### config.mk
export PLATFORM = sky130hd
export DESIGN_NAME = nic_controller
export DESIGN_NICKNAME = d
export VERILOG_FILES = /design/src/rtl/nic_controller.sv
export SDC_FILE = /design/constraint.sdc
export NUM_CORES = 1
export LEC_CHECK = 0
export ABC_CLOCK_PERIOD_IN_PS = 4000
export CORE_MARGIN = 2
export CORE_UTILIZATION = 40
export CTS_BUF_LIST = sky130_fd_sc_hd__clkbuf_16
export CTS_CLUSTER_SIZE = 10
export DETAILED_ROUTE_END_ITERATION = 10
export GPL_ROUTABILITY_DRIVEN = 0
export PLACE_DENSITY = 0.73
export SLEW_MARGIN = 20
export SYNTH_ARGS = -nofsm -noshare
export SYNTH_HDL_FRONTEND = slang
export SYNTH_SLANG_ARGS = --single-unit
### constraint.sdc
create_clock -name clk -period 4 [get_ports clk]
set_input_delay 0.4 -clock clk [delete_from_list [all_inputs] [get_ports clk]]
set_output_delay 0.4 -clock clk [all_outputs]
set_load 0.03 [all_outputs]
### src/rtl/nic_controller.sv
// Processor-side NIC: one-entry input/output channel buffers between the MEM stage
// and the on-chip router, with status registers and wrapping debug packet counters.
module nic_controller #(
    parameter int unsigned DATA_W = 64,
    parameter int unsigned CNT_W  = 16
) (
    input  logic              clk,
    input  logic              rst_n,
    input  logic              nic_en,
    input  logic              nic_wr_en,
    input  logic [1:0]        addr_nic,
    input  logic [DATA_W-1:0] d_in,
    output logic [DATA_W-1:0] d_out,
    input  logic              net_si,
    output logic              net_ri,
    input  logic [DATA_W-1:0] net_di,
    output logic              net_so,
    input  logic              net_ro,
    output logic [DATA_W-1:0] net_do,
    output logic [CNT_W-1:0]  rx_count,
    output logic [CNT_W-1:0]  tx_count
);

    localparam logic [1:0] ADDR_IB_DATA = 2'b00;
    localparam logic [1:0] ADDR_IB_STAT = 2'b01;
    localparam logic [1:0] ADDR_OB_DATA = 2'b10;
    localparam logic [1:0] ADDR_OB_STAT = 2'b11;

    logic [DATA_W-1:0] ib_data_q, ib_data_d;
    logic              ib_full_q, ib_full_d;
    logic [DATA_W-1:0] ob_data_q, ob_data_d;
    logic              ob_full_q, ob_full_d;
    logic [DATA_W-1:0] d_out_q, d_out_d;
    logic [CNT_W-1:0]  rx_count_q, rx_count_d;
    logic [CNT_W-1:0]  tx_count_q, tx_count_d;

    logic rd_access;
    logic wr_access;

    assign rd_access = nic_en & ~nic_wr_en;
    assign wr_access = nic_en & nic_wr_en;

    // Next-state for both channels, load data and counters; all decisions use pre-edge flags.
    always_comb begin
        ib_data_d  = ib_data_q;
        ib_full_d  = ib_full_q;
        ob_data_d  = ob_data_q;
        ob_full_d  = ob_full_q;
        d_out_d    = d_out_q;
        rx_count_d = rx_count_q;
        tx_count_d = tx_count_q;

        if (net_si && !ib_full_q) begin
            ib_data_d  = net_di;
            ib_full_d  = 1'b1;
            rx_count_d = rx_count_q + CNT_W'(1);
        end

        if (rd_access) begin
            case (addr_nic)
                ADDR_IB_DATA: begin
                    d_out_d = ib_data_q;
                    // Only a full buffer is drained; an empty read must not cancel a same-cycle capture.
                    if (ib_full_q) begin
                        ib_full_d = 1'b0;
                    end
                end
                ADDR_IB_STAT: d_out_d = DATA_W'(ib_full_q);
                ADDR_OB_DATA: d_out_d = '0;
                ADDR_OB_STAT: d_out_d = DATA_W'(ob_full_q);
                default:      d_out_d = d_out_q;
            endcase
        end

        // A store into a full output buffer is dropped even if the router drains it this edge.
        if (wr_access && (addr_nic == ADDR_OB_DATA) && !ob_full_q) begin
            ob_data_d = d_in;
            ob_full_d = 1'b1;
        end

        if (ob_full_q && net_ro) begin
            ob_full_d  = 1'b0;
            tx_count_d = tx_count_q + CNT_W'(1);
        end
    end

    always_ff @(posedge clk) begin
        if (!rst_n) begin
            ib_data_q  <= '0;
            ib_full_q  <= 1'b0;
            ob_data_q  <= '0;
            ob_full_q  <= 1'b0;
            d_out_q    <= '0;
            rx_count_q <= '0;
            tx_count_q <= '0;
        end else begin
            ib_data_q  <= ib_data_d;
            ib_full_q  <= ib_full_d;
            ob_data_q  <= ob_data_d;
            ob_full_q  <= ob_full_d;
            d_out_q    <= d_out_d;
            rx_count_q <= rx_count_d;
            tx_count_q <= tx_count_d;
        end
    end

    assign d_out    = d_out_q;
    assign net_ri   = ~ib_full_q;
    assign net_so   = ob_full_q;
    assign net_do   = ob_data_q;
    assign rx_count = rx_count_q;
    assign tx_count = tx_count_q;

endmodule

==> flow_summary.yaml, run 1 <==
worst_hold_path:
  worstHoldPathType: "in -> reg"
layout:
  n_antenna_cell: 0
  multi_input_area_mm2: 0.00323
  nets: 1357
  drive_above_1_share_pct: 4.17
  seqCellArea_mm2: 0.00452
  areaGrowthSynthToFinish_pct: 48.1
  fillCellCount: 1723
floorplanning:
  dieWidth_um: 146
  initial_core_util_pct: 41.0
  rows: 51
  die_h_um: 146
  design.core.area_mm2: 0.0196
  die_area_mm2: 0.0212
  ios: 298
power:
  power_density_mw_per_mm2: 401
  power_w: 0.00477
  peakVddDrop_mv: 0.333
  leakage_nw: 4.26
drt:
  drcViolationCount: 0
  route.vias.total: 7415
  via_per_inst: 4.99
  routed_wl_um: 23700
  ant_nets: 0
  drtIter0Drc: 364
  drtPass1Iterations: 5
  routedWlPerCell_um: 15.9
setup_path:
  path_buf_inv: 1
  crit_chain: "clkdlybuf4s50_1"
  critPathLaunchType: "register"
  cp_data_required_time_ps: 3600
  critPathArrivalTime_ps: 1800
  crit_fanout: 9
  crit_type: "reg -> out"
  critical_path.endpoint_type: "primary output"
  cpPeakStageDelay_ps: 790
  critical-path-top-delay-family: "buffers and inverters"
  slowest_stage: "clkdlybuf4s50_1"
clock_network:
  cts_setup_buffers: 0
  ctsResizeCount: 0
  cts_tree: "built"
  cts_root_buf: "clkbuf_16"
  cts_sinks: 226
  h-tree-depth: 1
  clk_pin_slew_ps: 60
  cts_max_path_buffers: 3
  holdBufCountCts: 0
  cts_buffers: 26
  insertion_delay_ps: 510
placed_design:
  io_buffer_count: 297
  hpwlAfterDp_um: 16000
global_routing:
  grt_antenna_before_repair: 1
  gr-usage-met2_pct: 34.4
  grt_pass1_wl_um: 37300
  grtUsageMet1_pct: 28.1
  busiest_layer: "met2"
  grt-ovfl-total: 0
  grt_usage_pct: 21.3
  grt_max_degree: 121
  grt_pass1_vias: 6910
  met3_usage_pct: 5.74
timing:
  layout_min_cycle_time_ps: 2200
  slew_viol_final: 0
  rsz0062_at_grt: "false"
  hold_viol_final: 0
  slew_headroom_pct: 37.6
  setup_viol: 0
  fin_skew_ps: 10.6
  setup_tns_ps: 0
  worst_pin_slew_ps: 933
  finalCritPeriodShare_pct: 54.9
  max_freq_mhz: 455
logic_synthesis:
  yosysTopAreaCell: "dfxtp_1"
  avgSynthCellArea_um2: 8.46
  yosysUniqueCellTypes: 37
  yosys-top-cells-area: "dfxtp_1, nand2_1, a21oi_1"
  synth_top_area_share_pct: 56.3
  syn_inst: 950
  synthesis.nets: 1088
  synth_area_mm2: 0.00803
  synth_warnings: 0
  seq_area_frac_synth_pct: 56.3
  ys_ff_latch: 226
job:
  drv_cap: 0
outcome:
  status: "finished clean"
==> kinds of logic after synthesis <==
| kind of cell | count (synthesis) | share of synthesized area (%) |
|---|---|---|
| adders and majority gates | 2 | 0.311 |
| DFF | 226 | 56.3 |
| and+or+nand+nor | 416 | 21.7 |
| muxes | 7 | 0.872 |
| xor gates and xnor gates | 19 | 2.07 |
| buffers and inverters | 75 | 3.78 |
| AOI/OAI and AO/OA | 205 | 15.0 |
==> per-layer routing <==
layer / share of wire (%) / wire (um)
met5: 0.055 / 13
met1: 44 / 10500
met3: 6.6 / 1560
met4: 2.7 / 642
met2: 46 / 11000
==> per-stage QoR <==
stage          util, %  cells  hold slack [ps]  worst slack, ps  instance area, um2
6_report          60.7   1487              436             1800               11900
5_1_grt           60.7   1487              421             1680               11900
4_1_cts           60.7   1487              420             1740               11900
3_5_place_dp      57.2   1456              446             1320               11200
3_3_place_gp      57.2   1456              441             1350               11200
2_1_floorplan        -    950              436             2110                8030
==> layout by cell type, fill, tap and decap left out, types with 3 or more instances in the layout <==
cell	count
xor2_1	15
mux2i_1	7
xnor2_1	4
buf_4	11
a21oi_1	134
clkbuf_16	27
nand2b_1	7
dfxtp_1	226
nand3_1	8
clkdlybuf4s50_1	297
and4_1	3
inv_1	9
a22oi_1	63
nor2_1	87
nand2_1	277
nand4_1	9
==> state kept, by name, summed over array words and instances, names as in the netlist <==
name	flops
d_out	64
ib_data_q	64
net_so	1
ib_full_q	1
rx_count	16
tx_count	16
net_do	64
==> cells in the mapped netlist <==
cell	number
nor3_1	3
nor4_1	2
nand3b_4	1
ha_1	2
and4b_1	1
nand4_1	9
buf_1	4
nor2b_1	1
xor2_1	15
nor3b_1	2
nand4_4	1
a22oi_1	63
o41ai_1	2
a221oi_1	1
or4b_1	2
nor4_4	1
nor2_1	87
dfxtp_1	226
nand2_1	278
and2_1	2
a211oi_1	1
or4_1	1
and3_1	2
o311ai_1	1
xnor2_1	4
buf_2	18
mux2i_1	7
nand2b_1	8
and4_1	3
a21oi_1	134
nand3_1	9
clkbuf_1	47
or3_1	2
o21bai_1	1
inv_1	6
o21ai_0	2
or2_2	1
==> power breakdown <==
| group | switching, W | internal, W |
|---|---|---|
| clock network | 0.000833 | 0.00118 |
| registers | 0.0000319 | 0.00231 |
| logic | 0.000211 | 0.000201 |
==> area by class of cell <==
type                    instances  area share [%]
flip-flops and latches        226            38.0
multi-input cells             649            27.1
repair buffers                310            26.0
clock buffers                  27            5.68
well taps                     265            2.79
inverters                       6           0.231
clock inverters                 4           0.126
==> worst paths after layout <==
kind / startpoint / cells after the start / slack, ps / endpoint
max: net_so / 1 / 1800 / net_so
min reg2reg: ib_data_q[52] / 2 / 450 / ib_data_q[52]
max reg2reg: net_so / 5 / 1910 / net_do[52]
min: net_di[43] / 3 / 440 / ib_data_q[43]
(Power assumes the default switching activity.)
==> run 2, diff against run 1 <==
ABC_CLOCK_PERIOD_IN_PS = 1900   (was 4000)
PLACE_DENSITY = 0.76   (was 0.73)
clock period = 1.9 ns   (was 4 ns; I/O delays follow)
==> flow_summary.yaml, run 2 (synthesis gave the netlist of run 1 again) <==
outcome:
  status: "finished clean"
clock_network:
  cts_sinks: 226
  cts_root_buf: "clkbuf_16"
  insertion_delay_ps: 510
  cts_tree: "built"
  clk_pin_slew_ps: 50
  cts_buffers: 26
  cts_max_path_buffers: 3
  cts_setup_buffers: 0
  holdBufCountCts: 0
  h-tree-depth: 1
global_routing:
  grt_pass1_vias: 7107
  grt-ovfl-total: 0
  grt_antenna_before_repair: 0
  grt_usage_pct: 21.6
  grt_max_degree: 66
  grt_pass1_wl_um: 37900
timing:
  fin_skew_ps: 7.75
  slew_headroom_pct: 72.6
  worst_pin_slew_ps: 411
  layout_min_cycle_time_ps: 1830
  hold_viol_final: 0
  max_freq_mhz: 546
  slew_viol_final: 0
  finalCritPeriodShare_pct: 96.3
  setup_viol: 0
  rsz0062_at_grt: "false"
layout:
  final_common_cell: "clkdlybuf4s50_1"
  n_antenna_cell: 0
  nets: 1376
  drive_above_1_share_pct: 5.65
  final_cell_mix: "clkdlybuf4s50_1, nand2_1, dfxtp_1, a21oi_1, nor2_1"
  fillCellCount: 1704
  areaGrowthSynthToFinish_pct: 51.0
  utilization_pct: 61.9
drt:
  drcViolationCount: 0
  route.vias.total: 7458
  drtIter0Drc: 354
  ant_nets: 0
  routedWlPerCell_um: 15.8
  routed_wl_um: 23700
  drtPass1Iterations: 4
  via_per_inst: 4.96
job:
  drv_cap: 0
placed_design:
  hpwlAfterDp_um: 16300
  io_buffer_count: 297
setup_path:
  cp_data_required_time_ps: 1710
  r2r_cells: 5
  critPathLaunchType: "register"
  crit_fanout: 3
  critPathArrivalTime_ps: 1640
  critical-path-top-delay-family: "buffers and inverters"
  worst-path-stages: 2
  path_buf_inv: 2
  crit_chain: "buf_4, clkdlybuf4s50_1"
  critical_path.endpoint_type: "primary output"
  cpPeakStageDelay_ps: 660
  crit_type: "reg -> out"
  slowest_stage: "clkdlybuf4s50_1"
power:
  peakVddDrop_mv: 0.537
  leakage_nw: 4.54
  power_density_mw_per_mm2: 829
  power_w: 0.0101
worst_hold_path:
  worstHoldPathType: "in -> reg"
  hold_depth: 3
floorplanning:
  die_area_mm2: 0.0212
  initial_core_util_pct: 41.0
  rows: 51
  ios: 298
  design.core.area_mm2: 0.0196
  dieWidth_um: 146
  die_h_um: 146
==> run 2: cell count changes in the layout (fill, tap and decap cells not counted) <==
cell	change
clkdlybuf4s50_1	-14
buf_4	+12
dlymetal6s2s_1	+8
buf_12	+7
dlygate4sd2_1	+6
inv_1	-4
clkinv_1	+2
==> run 2: metrics by stage <==
step           setup slack (ps)  hold slack [ps]  cell area (um2)  std cells  TNS [ps]
2_1_floorplan              14.5              326             8030        950         0
3_3_place_gp               20.2              441            11400       1475         0
3_5_place_dp              -18.1              445            11400       1475     -18.1
4_1_cts                    1.49              207            12100       1504         0
5_1_grt                    12.4              221            12100       1504         0
6_report                   69.5              227            12100       1504         0
==> run 2: final cells by class <==
type	count	area, um2	area share, %
Sequential cell	226	4520	37.3
Timing Repair Buffer	329	3340	27.5
Multi-Input combinational cell	649	3230	26.6
Clock buffer	27	676	5.57
Inverter	6	27.5	0.227
Clock inverter	2	7.51	0.0619
Tap cell	265	332	2.73
==> run 2: repair_timing <==
item | 4_1_cts | 5_1_grt
endpoints found under the setup margin | 6 | 8
endpoints found under the hold margin | 0 | 0
resized for setup | 6 | 8
==> run 2: final timing paths <==
path	startpoint	to	slack, ps
worst max-delay path	rx_count[0]	rx_count[0]	70
worst min-delay path	d_in[47]	net_do[47]	230
worst max register to register	rx_count[0]	rx_count[14]	210
worst min register to register	net_do[6]	net_do[6]	450
==> run 2: power breakdown <==
group	switching, W	total, W	internal [W]
Sequential	0.0000615	0.00493	0.00486
Clock	0.00174	0.00421	0.00248
Combinational	0.000460	0.000924	0.000464
==> run 2: worst register-to-register path, cell delays in order (launching register included) <==
cell and delay, ps:
dfxtp_1 340, ha_1 200, inv_1 70, or4_1 580
o311ai_1 270, o41ai_1 110
==> run 2: routing by layer <==
layer | up-vias | wire length (um) | track usage, %
met5 | - | 0 | 0
met4 | 0 | 700 | 7.45
li1 | 3725 | - | -
met2 | 231 | 11100 | 34.8
met3 | 47 | 1720 | 5.61
met1 | 3455 | 10200 | 28.1
